==> src/rtl/mm_pkg.sv <==
// rtl/mm_pkg.sv - shared types and packed-matrix layout for the matrix-multiply share arbiter
package mm_pkg;

    localparam int MM_ELEM_W = 8;
    localparam int MM_MAT_W  = 32;

    typedef enum logic [1:0] {
        IDLE,
        ISSUE,
        WAIT,
        RESP
    } mm_state_e;

    // LSB of element [i][j] in a packed 2x2 matrix; [0][0] is the top byte.
    function automatic int mm_elem_lsb(input int i, input int j);
        return MM_MAT_W - MM_ELEM_W * (2 * i + j + 1);
    endfunction

endpackage

==> src/rtl/mm_share_arbiter_if.sv <==
// rtl/mm_share_arbiter_if.sv - requester, engine and status signals of the share arbiter
interface mm_share_arbiter_if #(
    parameter int N_REQ = 4,
    parameter int MW    = 32
);
    localparam int OW = $clog2(N_REQ);

    logic [N_REQ-1:0]    req_valid;
    logic [N_REQ-1:0]    req_ready;
    logic [N_REQ*MW-1:0] req_a;
    logic [N_REQ*MW-1:0] req_b;
    logic [N_REQ-1:0]    resp_valid;
    logic [N_REQ-1:0]    resp_ready;
    logic [MW-1:0]       resp_res;
    logic                eng_in_valid;
    logic                eng_in_ready;
    logic [MW-1:0]       eng_a;
    logic [MW-1:0]       eng_b;
    logic                eng_out_valid;
    logic                eng_out_ready;
    logic [MW-1:0]       eng_res;
    logic [OW-1:0]       owner;
    logic                busy;
    logic [15:0]         done_count;

    // The arbiter is the slave; requesters and engine together form the master side.
    modport slave (
        input  req_valid, req_a, req_b, resp_ready, eng_in_ready, eng_out_valid, eng_res,
        output req_ready, resp_valid, resp_res, eng_in_valid, eng_a, eng_b, eng_out_ready,
        output owner, busy, done_count
    );

    modport master (
        output req_valid, req_a, req_b, resp_ready, eng_in_ready, eng_out_valid, eng_res,
        input  req_ready, resp_valid, resp_res, eng_in_valid, eng_a, eng_b, eng_out_ready,
        input  owner, busy, done_count
    );

endinterface

==> src/rtl/rr_pick.sv <==
// rtl/rr_pick.sv - combinational round-robin picker: first set request at or above ptr, wrapping
module rr_pick #(
    parameter int N_REQ = 4,
    parameter int OW    = $clog2(N_REQ)
) (
    input  logic [N_REQ-1:0] req,
    input  logic [OW-1:0]    ptr,
    output logic [N_REQ-1:0] grant,
    output logic [OW-1:0]    idx,
    output logic             found
);

    logic [OW:0] cand;

    always_comb begin
        grant = '0;
        idx   = '0;
        found = 1'b0;
        cand  = '0;
        for (int k = 0; k < N_REQ; k++) begin
            cand = {1'b0, ptr} + (OW+1)'(k);
            if (cand >= (OW+1)'(N_REQ)) begin
                cand = cand - (OW+1)'(N_REQ);
            end
            if (!found && req[cand[OW-1:0]]) begin
                found                 = 1'b1;
                grant[cand[OW-1:0]]   = 1'b1;
                idx                   = cand[OW-1:0];
            end
        end
    end

endmodule

==> src/rtl/mm_share_arbiter.sv <==
// rtl/mm_share_arbiter.sv - shares one 2x2 matrix-multiply engine among N_REQ requesters, round robin
module mm_share_arbiter
    import mm_pkg::*;
#(
    parameter int N_REQ = 4,
    parameter int MW    = MM_MAT_W
) (
    input  logic              clock,
    input  logic              reset,
    mm_share_arbiter_if.slave bus
);

    localparam int OW = $clog2(N_REQ);

    mm_state_e        state_q, state_d;
    logic [MW-1:0]    op_a_q, op_b_q, res_q;
    logic [OW-1:0]    owner_q, rr_ptr_q;
    logic [15:0]      done_count_q;

    logic [N_REQ-1:0] pick_grant;
    logic [OW-1:0]    pick_idx;
    logic             pick_found;
    logic [OW:0]      pick_inc;
    logic [OW-1:0]    rr_next;

    logic             accept;
    logic             eng_out_fire;
    logic             resp_fire;

    rr_pick #(.N_REQ(N_REQ), .OW(OW)) u_pick (
        .req   (bus.req_valid),
        .ptr   (rr_ptr_q),
        .grant (pick_grant),
        .idx   (pick_idx),
        .found (pick_found)
    );

    // Pointer moves one past the winner so it gets lowest priority next round.
    assign pick_inc = {1'b0, pick_idx} + (OW+1)'(1);
    assign rr_next  = (pick_inc == (OW+1)'(N_REQ)) ? '0 : pick_inc[OW-1:0];

    always_comb begin
        state_d           = state_q;
        accept            = 1'b0;
        eng_out_fire      = 1'b0;
        resp_fire         = 1'b0;
        bus.req_ready     = '0;
        bus.resp_valid    = '0;
        bus.eng_in_valid  = 1'b0;
        bus.eng_out_ready = 1'b0;
        case (state_q)
            IDLE: begin
                bus.req_ready = pick_grant;
                if (pick_found) begin
                    accept  = 1'b1;
                    state_d = ISSUE;
                end
            end
            ISSUE: begin
                bus.eng_in_valid = 1'b1;
                if (bus.eng_in_ready) begin
                    state_d = WAIT;
                end
            end
            WAIT: begin
                bus.eng_out_ready = 1'b1;
                if (bus.eng_out_valid) begin
                    eng_out_fire = 1'b1;
                    state_d      = RESP;
                end
            end
            RESP: begin
                bus.resp_valid[owner_q] = 1'b1;
                if (bus.resp_ready[owner_q]) begin
                    resp_fire = 1'b1;
                    state_d   = IDLE;
                end
            end
            default: state_d = IDLE;
        endcase
    end

    always_ff @(posedge clock) begin
        if (reset) begin
            state_q      <= IDLE;
            op_a_q       <= '0;
            op_b_q       <= '0;
            res_q        <= '0;
            owner_q      <= '0;
            rr_ptr_q     <= '0;
            done_count_q <= '0;
        end else begin
            state_q <= state_d;
            if (accept) begin
                op_a_q   <= bus.req_a[int'(pick_idx)*MW +: MW];
                op_b_q   <= bus.req_b[int'(pick_idx)*MW +: MW];
                owner_q  <= pick_idx;
                rr_ptr_q <= rr_next;
            end
            if (eng_out_fire) begin
                res_q <= bus.eng_res;
            end
            if (resp_fire) begin
                done_count_q <= done_count_q + 16'd1;
            end
        end
    end

    assign bus.eng_a      = op_a_q;
    assign bus.eng_b      = op_b_q;
    assign bus.resp_res   = res_q;
    assign bus.owner      = owner_q;
    assign bus.busy       = (state_q != IDLE);
    assign bus.done_count = done_count_q;

endmodule
==> src/flat_wrapper.sv <==
// flat-port wrapper written by rule: the top's interface ports become plain ports
module mm_share_arbiter_flat import mm_pkg::*;
#(
    parameter int N_REQ = 4,
    parameter int MW    = MM_MAT_W
)
  (clock, reset, bus_req_valid, bus_req_a, bus_req_b, bus_resp_ready, bus_eng_in_ready, bus_eng_out_valid, bus_eng_res, bus_req_ready, bus_resp_valid, bus_resp_res, bus_eng_in_valid, bus_eng_a, bus_eng_b, bus_eng_out_ready, bus_owner, bus_busy, bus_done_count);
  mm_share_arbiter_if #(.N_REQ(N_REQ), .MW(MW)) bus_i ();
  input  logic clock;
  input  logic reset;
  input wire logic [$bits(bus_i.req_valid)-1:0] bus_req_valid;
  input wire logic [$bits(bus_i.req_a)-1:0] bus_req_a;
  input wire logic [$bits(bus_i.req_b)-1:0] bus_req_b;
  input wire logic [$bits(bus_i.resp_ready)-1:0] bus_resp_ready;
  input wire logic [$bits(bus_i.eng_in_ready)-1:0] bus_eng_in_ready;
  input wire logic [$bits(bus_i.eng_out_valid)-1:0] bus_eng_out_valid;
  input wire logic [$bits(bus_i.eng_res)-1:0] bus_eng_res;
  output wire logic [$bits(bus_i.req_ready)-1:0] bus_req_ready;
  output wire logic [$bits(bus_i.resp_valid)-1:0] bus_resp_valid;
  output wire logic [$bits(bus_i.resp_res)-1:0] bus_resp_res;
  output wire logic [$bits(bus_i.eng_in_valid)-1:0] bus_eng_in_valid;
  output wire logic [$bits(bus_i.eng_a)-1:0] bus_eng_a;
  output wire logic [$bits(bus_i.eng_b)-1:0] bus_eng_b;
  output wire logic [$bits(bus_i.eng_out_ready)-1:0] bus_eng_out_ready;
  output wire logic [$bits(bus_i.owner)-1:0] bus_owner;
  output wire logic [$bits(bus_i.busy)-1:0] bus_busy;
  output wire logic [$bits(bus_i.done_count)-1:0] bus_done_count;
  assign bus_i.req_valid = bus_req_valid;
  assign bus_i.req_a = bus_req_a;
  assign bus_i.req_b = bus_req_b;
  assign bus_i.resp_ready = bus_resp_ready;
  assign bus_i.eng_in_ready = bus_eng_in_ready;
  assign bus_i.eng_out_valid = bus_eng_out_valid;
  assign bus_i.eng_res = bus_eng_res;
  assign bus_req_ready = bus_i.req_ready;
  assign bus_resp_valid = bus_i.resp_valid;
  assign bus_resp_res = bus_i.resp_res;
  assign bus_eng_in_valid = bus_i.eng_in_valid;
  assign bus_eng_a = bus_i.eng_a;
  assign bus_eng_b = bus_i.eng_b;
  assign bus_eng_out_ready = bus_i.eng_out_ready;
  assign bus_owner = bus_i.owner;
  assign bus_busy = bus_i.busy;
  assign bus_done_count = bus_i.done_count;
  mm_share_arbiter #(.N_REQ(N_REQ), .MW(MW)) u_core (.clock(clock), .reset(reset), .bus(bus_i));
endmodule
==> config.mk <==
export PLATFORM = sky130hd
export DESIGN_NAME = mm_share_arbiter_flat
export DESIGN_NICKNAME = d
export VERILOG_FILES = /design/src/rtl/mm_pkg.sv /design/src/rtl/mm_share_arbiter_if.sv /design/src/rtl/rr_pick.sv /design/src/rtl/mm_share_arbiter.sv /design/src/flat_wrapper.sv
export SDC_FILE = /design/constraint.sdc
export NUM_CORES = 1
export LEC_CHECK = 0
export ABC_AREA = 0
export CAP_MARGIN = 15
export CORE_AREA = 2 2 166 168
export DETAILED_ROUTE_END_ITERATION = 10
export DIE_AREA = 0 0 168 170
export PLACE_DENSITY = 0.64
export SLEW_MARGIN = 20
export SYNTH_ARGS = -nofsm -noshare
export SYNTH_HDL_FRONTEND = slang
export SYNTH_SLANG_ARGS = --single-unit
==> constraint.sdc <==
create_clock -name clock -period 4.6 [get_ports clock]
set_clock_uncertainty 0.15 [all_clocks]
set_input_delay 0.69 -clock clock [delete_from_list [all_inputs] [get_ports clock]]
set_output_delay 0.69 -clock clock [all_outputs]
set_load 0.05 [all_outputs]
Word level (Yosys, flattened, before mapping). Index checks and enable logic that the tools add are counted.

Flip-flop bits (word level): 118. Input bits: 300. Output and inout bits: 125. Word-level logic and storage cells: 109.

Add/sub/neg operators: 9. $lt $le $gt $ge: 14. Eq/ne operators: 8. Shifts and indexed selects: 2. Muxes and demuxes: 52. Bitwise gates (word level): 3. Reductions and logical operators: 14.

Operator list (number): indexed part select 128 x 8 -> 32 bit (2); two-way mux 2 bit (13); two-way mux 4 bit (6); two-way mux 1 bit (22); adder 16 x 1 -> 16 bit (second input constant) (1); less-than comparator 2 x 3 -> 1 bit (second input constant) (5); bitwise OR 4 bit (3); binary-select mux 1 bit (select 2 bit) (5); demux 1 bit (select 2 bit) (5); greater-or-equal comparator 2 x 1 -> 1 bit (second input constant) (5); greater-or-equal comparator 3 bit (second input constant) (3); logical AND 1 bit (8); case mux 2 bit (4 select lines) (1); subtractor 2 x 1 -> 2 bit (second input constant) (4); adder 2 x 1 -> 3 bit (second input constant) (2); adder 2 x 2 -> 3 bit (second input constant) (2); == test 2 bit (second input constant) (2); != test 2 x 1 -> 1 bit (second input constant) (2); != test 2 bit (second input constant) (2); AND reduction 4 bit (1); == test 3 bit (second input constant) (1); greater-or-equal comparator 2 x 3 -> 1 bit (second input constant) (1); zero test 1 bit (3); == test 2 x 1 -> 1 bit (second input constant) (1); other kinds (2) (2).

Logic depth before layout (Yosys ltp). Gate-level depths: netlist of run 1.

Depth after elaboration: 17. Depth in mapped cells: 12. Mapped depth without buffers: 8.

Hierarchy. From an unflattened synthesis of run 1, not the netlist that was laid out.

Cell total of the unflattened synthesis: 674. Area, all modules: 6321.1 µm².

By module, submodules not included: mm_share_arbiter (instances 1, cells an instance 629, area an instance 5901.9 µm², sequential area each 2362.3 µm²); rr_pick (instances 1, cells an instance 45, area an instance 419.2 µm², sequential area each 0.0 µm²).

Least setup slack after synthesis of run 1. Ideal clock, no wire load.

Path kind: register -> output. Start: register u_core.rr_ptr_q[0]. End: output port bus_req_ready[0]. Arrival: 2.906 ns. Required time: 3.760 ns. Setup slack: 0.854 ns. Stages on the path, launching flop included: 10. Path buffers: 2. Path through: dfxtp_1 buf_2 inv_1 ha_1 clkbuf_1 nor4b_1 nand2_1 a31oi_2 a221oi_1 nor2_1.

Word-level cells in the longest chain between the ends: 15. Elaborated cells between the ends (all ways): 60. Classes of those cells: add/sub (7); order compare (12); mux (28); bitwise (3); reduce/logical (10).

Ends and longest elaborated chain: start: declaration (RTL line mm_share_arbiter.sv:17) `logic [OW-1:0] owner_q, rr_ptr_q;`; start signal: assignment (RTL line mm_share_arbiter.sv:98) `rr_ptr_q <= rr_next;`; parallel branches: the longest is 13 deep, another holds adder 2 x 1 -> 3 bit; two-way mux 4 bit (*) (RTL line rr_pick.sv:25) `if (!found && req[cand[OW-1:0]]) begin`; two-way mux 4 bit (*) (RTL line mm_share_arbiter.sv:51) `case (state_q)`; end: declaration (RTL line flat_wrapper.sv:18) `output wire logic [$bits(bus_i.req_ready)-1:0] bus_req_ready;`.

Mark *: on every way between the ends. The select of a mux whose other input is x is not followed.

Worst setup path after layout of run 1.
Start: register u_core.rr_ptr_q[1]. End: output port bus_req_ready[2].

The elaborated chain is that of the path after synthesis.

==> results of run 1 <==
-- layer usage --
metal / vias up / wire [um] / track usage [%]
met5: - / 0 / 0
met1: 3135 / 10500 / 20.0
met3: 20 / 2430 / 6.72
met2: 299 / 13100 / 31.7
met4: 0 / 362 / 4.84
li1: 3297 / - / -
-- final timing paths --
path | end | cells past startpoint | startpoint | slack (ns)
worst min register to register | u_core.bus.resp_res[15] | 2 | u_core.bus.resp_res[15] | 0.30
worst max register to register | u_core.bus.eng_b[3] | 11 | u_core.rr_ptr_q[1] | 1.23
worst max-delay path | bus_req_ready[2] | 10 | u_core.rr_ptr_q[1] | 0.39
worst min-delay path | u_core.bus.resp_res[15] | 2 | u_core.bus.resp_res[15] | 0.30
-- cells by family after synthesis --
| logic type | Yosys count | synth area share [%] |
|---|---|---|
| flip-flops | 118 | 36.9 |
| adder cells (fa/ha/maj) | 13 | 2.54 |
| multiplexers | 137 | 22.2 |
| XOR/XNOR | 15 | 2.05 |
| AO/OA/AOI/OAI | 129 | 15.2 |
| AND/OR/NAND/NOR | 211 | 13.6 |
| buffers and inverters | 64 | 7.54 |
-- power by group through the flow --
| stage | Combinational, mW | Sequential, mW | Clock (mW) |
|---|---|---|---|
| 5_1_grt | 4.46 | 1.46 | 1.46 |
| 3_5_place_dp | 4.22 | 1.45 | 0 |
| 4_1_cts | 4.23 | 1.43 | 1.42 |
| 2_1_floorplan | 2.47 | 2.21 | 0 |
| 6_report | 4.19 | 1.43 | 1.38 |
| 3_3_place_gp | 4.19 | 1.44 | 0 |
-- tightest hold or removal path: cells and delay by family, from the launching register on --
kind             cells  cell delay, ns
flip-flops           1            0.31
AND/OR/NAND/NOR      1            0.05
AO/OA/AOI/OAI        1            0.05
-- per-stage QoR --
stage                     power (mW)  utilization (%)
after floorplan                 4.68                -
after global placement          5.63             40.5
after detailed placement        5.66             40.5
after CTS                       7.08             42.8
after global routing            7.38             42.8
final                           7.00             42.8
-- flip-flops by register name, summed over array words and instances, names as in the netlist --
register,flops
u_core.bus.resp_res,32
u_core.bus.owner,2
u_core.state_q,2
u_core.bus.eng_b,32
u_core.rr_ptr_q,2
u_core.bus.done_count,16
u_core.bus.eng_a,32
-- area by class of cell --
type,count,area (um^2)
tap,341,427
sequential,118,2360
clock buffer,18,439
multi-input combinational,505,3570
inverter,10,37.5
timing repair buffer,438,4410
fill,2654,15300
clock inverter,14,150
antenna,1,2.50
-- cell usage in the layout (no fill, tap or decap), drive strengths merged, types with 4 or more instances in the layout --
master	n
clkbuf	18
o21ai	8
inv	13
buf	15
dfxtp	118
a22oi	4
mux4	4
xnor2	4
nand2	147
clkinv	6
a221oi	5
ha	13
a21oi	38
nor2	36
nand4	6
xor2	11
clkdlybuf4s50	423
o221ai	64
mux2i	132
nor3	4
==> results.py, run 1 <==
metrics = {
    "yosys": {
        "ys_dominant_reg_cell": "dfxtp_1",
        "synth_area_leaders": "dfxtp_1, mux2i_1, nand2_1, o221ai_1, buf_12",
        "synth_area_um2": 6400,
        "yosysMostFrequentCell": "nand2_1",
        "async_reset_ff_share_pct": 0,
        "synth_top_area_share_pct": 36.9,
        "synth_cell_types": 43,
        "syn-num-nets": 1000,
        "synth-seq-cells": 118,
        "synth_edf_count": 0,
        "seq_area_frac_synth_pct": 36.9,
        "yosysTopAreaCell": "dfxtp_1",
        "yosys_warnings": 0,
        "syn_inst": 687,
        "synth_top_cells_by_count": "nand2_1, mux2i_1, dfxtp_1",
        "avgSynthCellArea_um2": 9.32,
    },
    "drt": {
        "vias": 6751,
        "first_pass_iters": 4,
        "drc": 0,
        "postRouteAntennaNets": 0,
        "post_drt_via_cell_ratio": 4.67,
        "routed_wl_um": 26400,
        "wl_per_cell_um": 18.3,
        "drtIter0Drc": 229,
    },
    "clock_network": {
        "cts_setup_buffers": 0,
        "cts_tree": "built",
        "cts_max_level": 4,
        "cts_buffers": 17,
        "cts_resized": 0,
        "cts_sinks": 118,
        "clk-insertion-delay-late_ns": 0.41,
        "path_clk_slew_ns": 0.06,
        "hold_buffers": 0,
        "clock_path_buffers": 2,
        "cts_root_buf": "clkbuf_16",
    },
    "cells_and_area": {
        "area_growth_pct": 78.0,
        "final_cells": 1445,
        "drive_gt1_share_pct": 5.44,
        "fin_nets": 1403,
        "stdcell_area_um2": 11400,
    },
    "placement": {
        "gp_congestion": 0.811,
        "placed_cell_area_um2": 10800,
        "hpwl_um": 19900,
        "placed_cells": 1412,
        "dp_slack_ns": 0.406,
        "portBuffers": 424,
    },
    "timing": {
        "finalHoldViolCount": 0,
        "slew-limit-headroom_pct": 35.4,
        "rsz0062_at_grt": "false",
        "period_share_pct": 91.5,
        "fin_hold_ws_ns": 0.302,
        "worst_slack_ns": 0.390,
        "fin_crit_ns": 4.21,
        "setup_tns_ns": 0,
        "maxSlewViolCount": 0,
        "setup_viol": 0,
        "worst_pin_slew_ns": 0.968,
        "fmax_mhz": 238,
    },
    "outcome": {
        "outcome": "complete, no violations",
    },
    "die": {
        "dieArea_um2": 28600,
        "initial_utilization_pct": 24.0,
        "std_cell_rows": 60,
        "die_w_um": 168,
        "core_area_um2": 26700,
        "io_pins": 425,
        "die_h_um": 170,
    },
    "power": {
        "powerDensity_nw_per_um2": 615,
        "swShare_pct": 45.3,
        "switching_power_mw": 3.17,
        "static-leakage-power_nw": 4.21,
        "intPower_mw": 3.83,
        "p_clk_share_pct": 19.7,
        "ir_drop_mv": 0.312,
        "combPwrFrac_pct": 59.9,
        "pwr-share-seq_pct": 20.4,
    },
    "worst_setup_path": {
        "path_cells": "buf_4 -> inv_1 -> ha_1 -> mux4_2 -> nor2b_4 -> a22oi_1 -> nor2_1 -> a221oi_1 -> nor2_1 -> clkdlybuf4s50_1",
        "cp_num_buf_inv": 3,
        "critical_path.top_delay_family": "buffers and inverters",
        "cp-start-kind": "flip-flop",
        "critPathMaxFanout": 11,
        "cpMostUsedCell": "nor2_1",
        "path_class": "reg2out",
        "crit_path_max_incr_delay_ns": 0.81,
        "worstSetupEndpointType": "output pin",
        "slowest_stage": "clkdlybuf4s50_1",
        "cp_data_required_time_ns": 3.76,
        "cp.arrival_ns": 3.37,
    },
    "grt": {
        "track_usage_pct": 17.8,
        "grt_overflow": 0,
        "grt_pass1_wl_um": 39400,
        "grt_pass1_vias": 6875,
        "antenna_found_initial": 1,
        "grt_max_degree": 56,
    },
    "worst_hold_path": {
        "hold_path_class": "reg2reg",
    },
    "job": {
        "maxCapViolCount": 0,
    },
}
Note: power is estimated with default switching activity, not from simulation.
==> inputs of run 2 (changes only) <==
ABC_CLOCK_PERIOD_IN_PS = 4600   (was not set)
==> results of run 2 <==
Final layout, timing and power as in run 1 (identical DEF).
==> inputs of run 3 (changes only) <==
CELL_PAD_IN_SITES_DETAIL_PLACEMENT = 0   (was not set)
CELL_PAD_IN_SITES_GLOBAL_PLACEMENT = 1   (was not set)
CORE_AREA = 2 2 167 169   (was 2 2 166 168)
DIE_AREA = 0 0 169 171   (was 0 0 168 170)
PLACE_DENSITY = 0.83   (was 0.64)
==> run 3 against run 2 <==
Total power fell by 0.63%. Wire length rose by 1.5%. First-iteration DRC count rose by 54%. Critical path type unchanged. Largest power group unchanged. Global-route usage fell by 0.37 points.
==> results.py, run 3 (same netlist as run 1, synthesis figures left out) <==
metrics = {
    "outcome": {
        "outcome": "complete, no violations",
    },
    "cells_and_area": {
        "stdcell_area_um2": 11400,
        "final_cell_mix": "clkdlybuf4s50_1, nand2_1, mux2i_1",
        "drive_gt1_share_pct": 5.44,
        "area_growth_pct": 78.0,
        "final_common_cell": "clkdlybuf4s50_1",
        "fin_nets": 1403,
    },
    "placement": {
        "portBuffers": 424,
        "gp_congestion": 0.804,
        "hpwl_um": 20300,
        "dp_slack_ns": 0.432,
        "placed_cell_area_um2": 10800,
    },
    "timing": {
        "finalHoldViolCount": 0,
        "maxSlewViolCount": 0,
        "setup_tns_ns": 0,
        "fin_crit_ns": 4.24,
        "fin_hold_ws_ns": 0.300,
        "worst_slack_ns": 0.359,
        "fmax_mhz": 236,
        "worst_pin_slew_ns": 0.901,
        "period_share_pct": 92.2,
        "rsz0062_at_grt": "false",
        "setup_viol": 0,
        "slew-limit-headroom_pct": 39.9,
    },
    "die": {
        "io_pins": 425,
        "initial_utilization_pct": 23.4,
        "core_area_um2": 27300,
        "std_cell_rows": 61,
        "die_w_um": 169,
        "die_h_um": 171,
        "dieArea_um2": 28900,
    },
    "worst_setup_path": {
        "cp-startpoint": "u_core.rr_ptr_q[1]",
        "r2r_start": "u_core.rr_ptr_q[1]",
        "cp.arrival_ns": 3.40,
        "critPathMaxFanout": 11,
        "worstSetupEndpointType": "output pin",
        "path_cells": "buf_4 -> inv_1 -> ha_1 -> nor4b_1 -> nand2_1 -> a31oi_2 -> a221oi_1 -> nor2_1 -> clkdlybuf4s50_1",
        "crit_path_max_incr_delay_ns": 0.80,
        "slowest_stage": "clkdlybuf4s50_1",
        "cp_num_buf_inv": 3,
        "cp_data_required_time_ns": 3.76,
        "critical_path.top_delay_family": "buffers and inverters",
        "path_class": "reg2out",
        "cp-start-kind": "flip-flop",
    },
    "power": {
        "switching_power_mw": 3.19,
        "ir_drop_mv": 0.341,
        "powerDensity_nw_per_um2": 610,
        "p_clk_share_pct": 19.1,
        "combPwrFrac_pct": 60.4,
        "swShare_pct": 45.8,
        "intPower_mw": 3.77,
        "pwr-share-seq_pct": 20.5,
        "static-leakage-power_nw": 4.20,
    },
    "drt": {
        "vias": 6749,
        "drc": 0,
        "post_drt_via_cell_ratio": 4.63,
        "first_pass_iters": 4,
        "routed_wl_um": 26800,
        "wl_per_cell_um": 18.4,
        "postRouteAntennaNets": 0,
        "drtIter0Drc": 352,
    },
    "worst_hold_path": {
        "hp-start": "u_core.bus.resp_res[5]",
        "hold_path_class": "reg2reg",
    },
    "clock_network": {
        "hold_buffers": 0,
        "cts_setup_buffers": 0,
        "clock_path_buffers": 2,
        "cts_tree": "built",
        "path_clk_slew_ns": 0.07,
        "clk-insertion-delay-late_ns": 0.42,
        "cts_resized": 0,
        "cts_sinks": 118,
        "cts_max_level": 4,
        "cts_buffers": 17,
        "cts_root_buf": "clkbuf_16",
    },
    "grt": {
        "grt_overflow": 0,
        "grt_pass1_vias": 6624,
        "antenna_found_initial": 8,
        "grt_pass1_wl_um": 38600,
        "grt_max_degree": 56,
        "track_usage_pct": 17.5,
    },
    "job": {
        "maxCapViolCount": 0,
    },
}
## run 3: cell types whose count changed in the layout (fill, tap and decap cells not counted)
cell / change
diode_2: +7
clkbuf_8: -1
clkinvlp_4: +1
inv_8: +1
bufinv_16: -1
clkinv_2: -1
inv_6: +1
## run 3: final cells by class
cell class                      count  area, um^2
Multi-Input combinational cell    505        3570
Sequential cell                   118        2360
Antenna cell                        8        20.0
Clock buffer                       17         425
Clock inverter                     15         143
Tap cell                          346         433
Fill cell                        2767       15900
Inverter                           10        37.5
Timing Repair Buffer              438        4410
## run 3: stage by stage
| step | std cells | total power, mW | util [%] |
|---|---|---|---|
| after floorplan | 687 | 4.68 | - |
| after global placement | 1417 | 5.63 | 39.6 |
| after detailed placement | 1417 | 5.68 | 39.6 |
| after CTS | 1449 | 7.05 | 41.6 |
| after global routing | 1454 | 7.33 | 41.7 |
| final | 1457 | 6.96 | 41.7 |
## run 3: routing by layer
layer	vias to the layer above	track usage, %	wire, um	part of all wire (%)
met5	-	0	7	0.026
met4	2	5.87	227	0.85
met3	15	6.50	2550	9.5
met2	284	29.5	13100	49
met1	3140	20.5	10900	41
li1	3308	-	-	-
## run 3: power groups by stage
stage	Clock [mW]	Sequential, mW	Combinational [mW]
global route	1.42	1.46	4.45
global placement	0	1.44	4.19
detailed placement	0	1.45	4.23
CTS	1.38	1.43	4.24
finish	1.33	1.43	4.20
floorplan	0	2.21	2.47
## run 3: final timing paths
check | endpoint | slack [ns] | cells past startpoint
max reg2reg | u_core.bus.eng_b[13] | 1.18 | 10
min reg2reg | u_core.bus.resp_res[5] | 0.30 | 2
max | bus_req_ready[3] | 0.36 | 9
min | u_core.bus.resp_res[5] | 0.30 | 2
## run 3: worst reg2reg max path, delay by kind of cell (launching register included)
family / cells / cell delay, ns
and+or+nand+nor: 2 / 0.83
buffers and inverters: 3 / 0.64
AOI/OAI and AO/OA: 3 / 0.61
adders and majority gates: 1 / 0.50
DFF: 1 / 0.31
muxes: 1 / 0.27
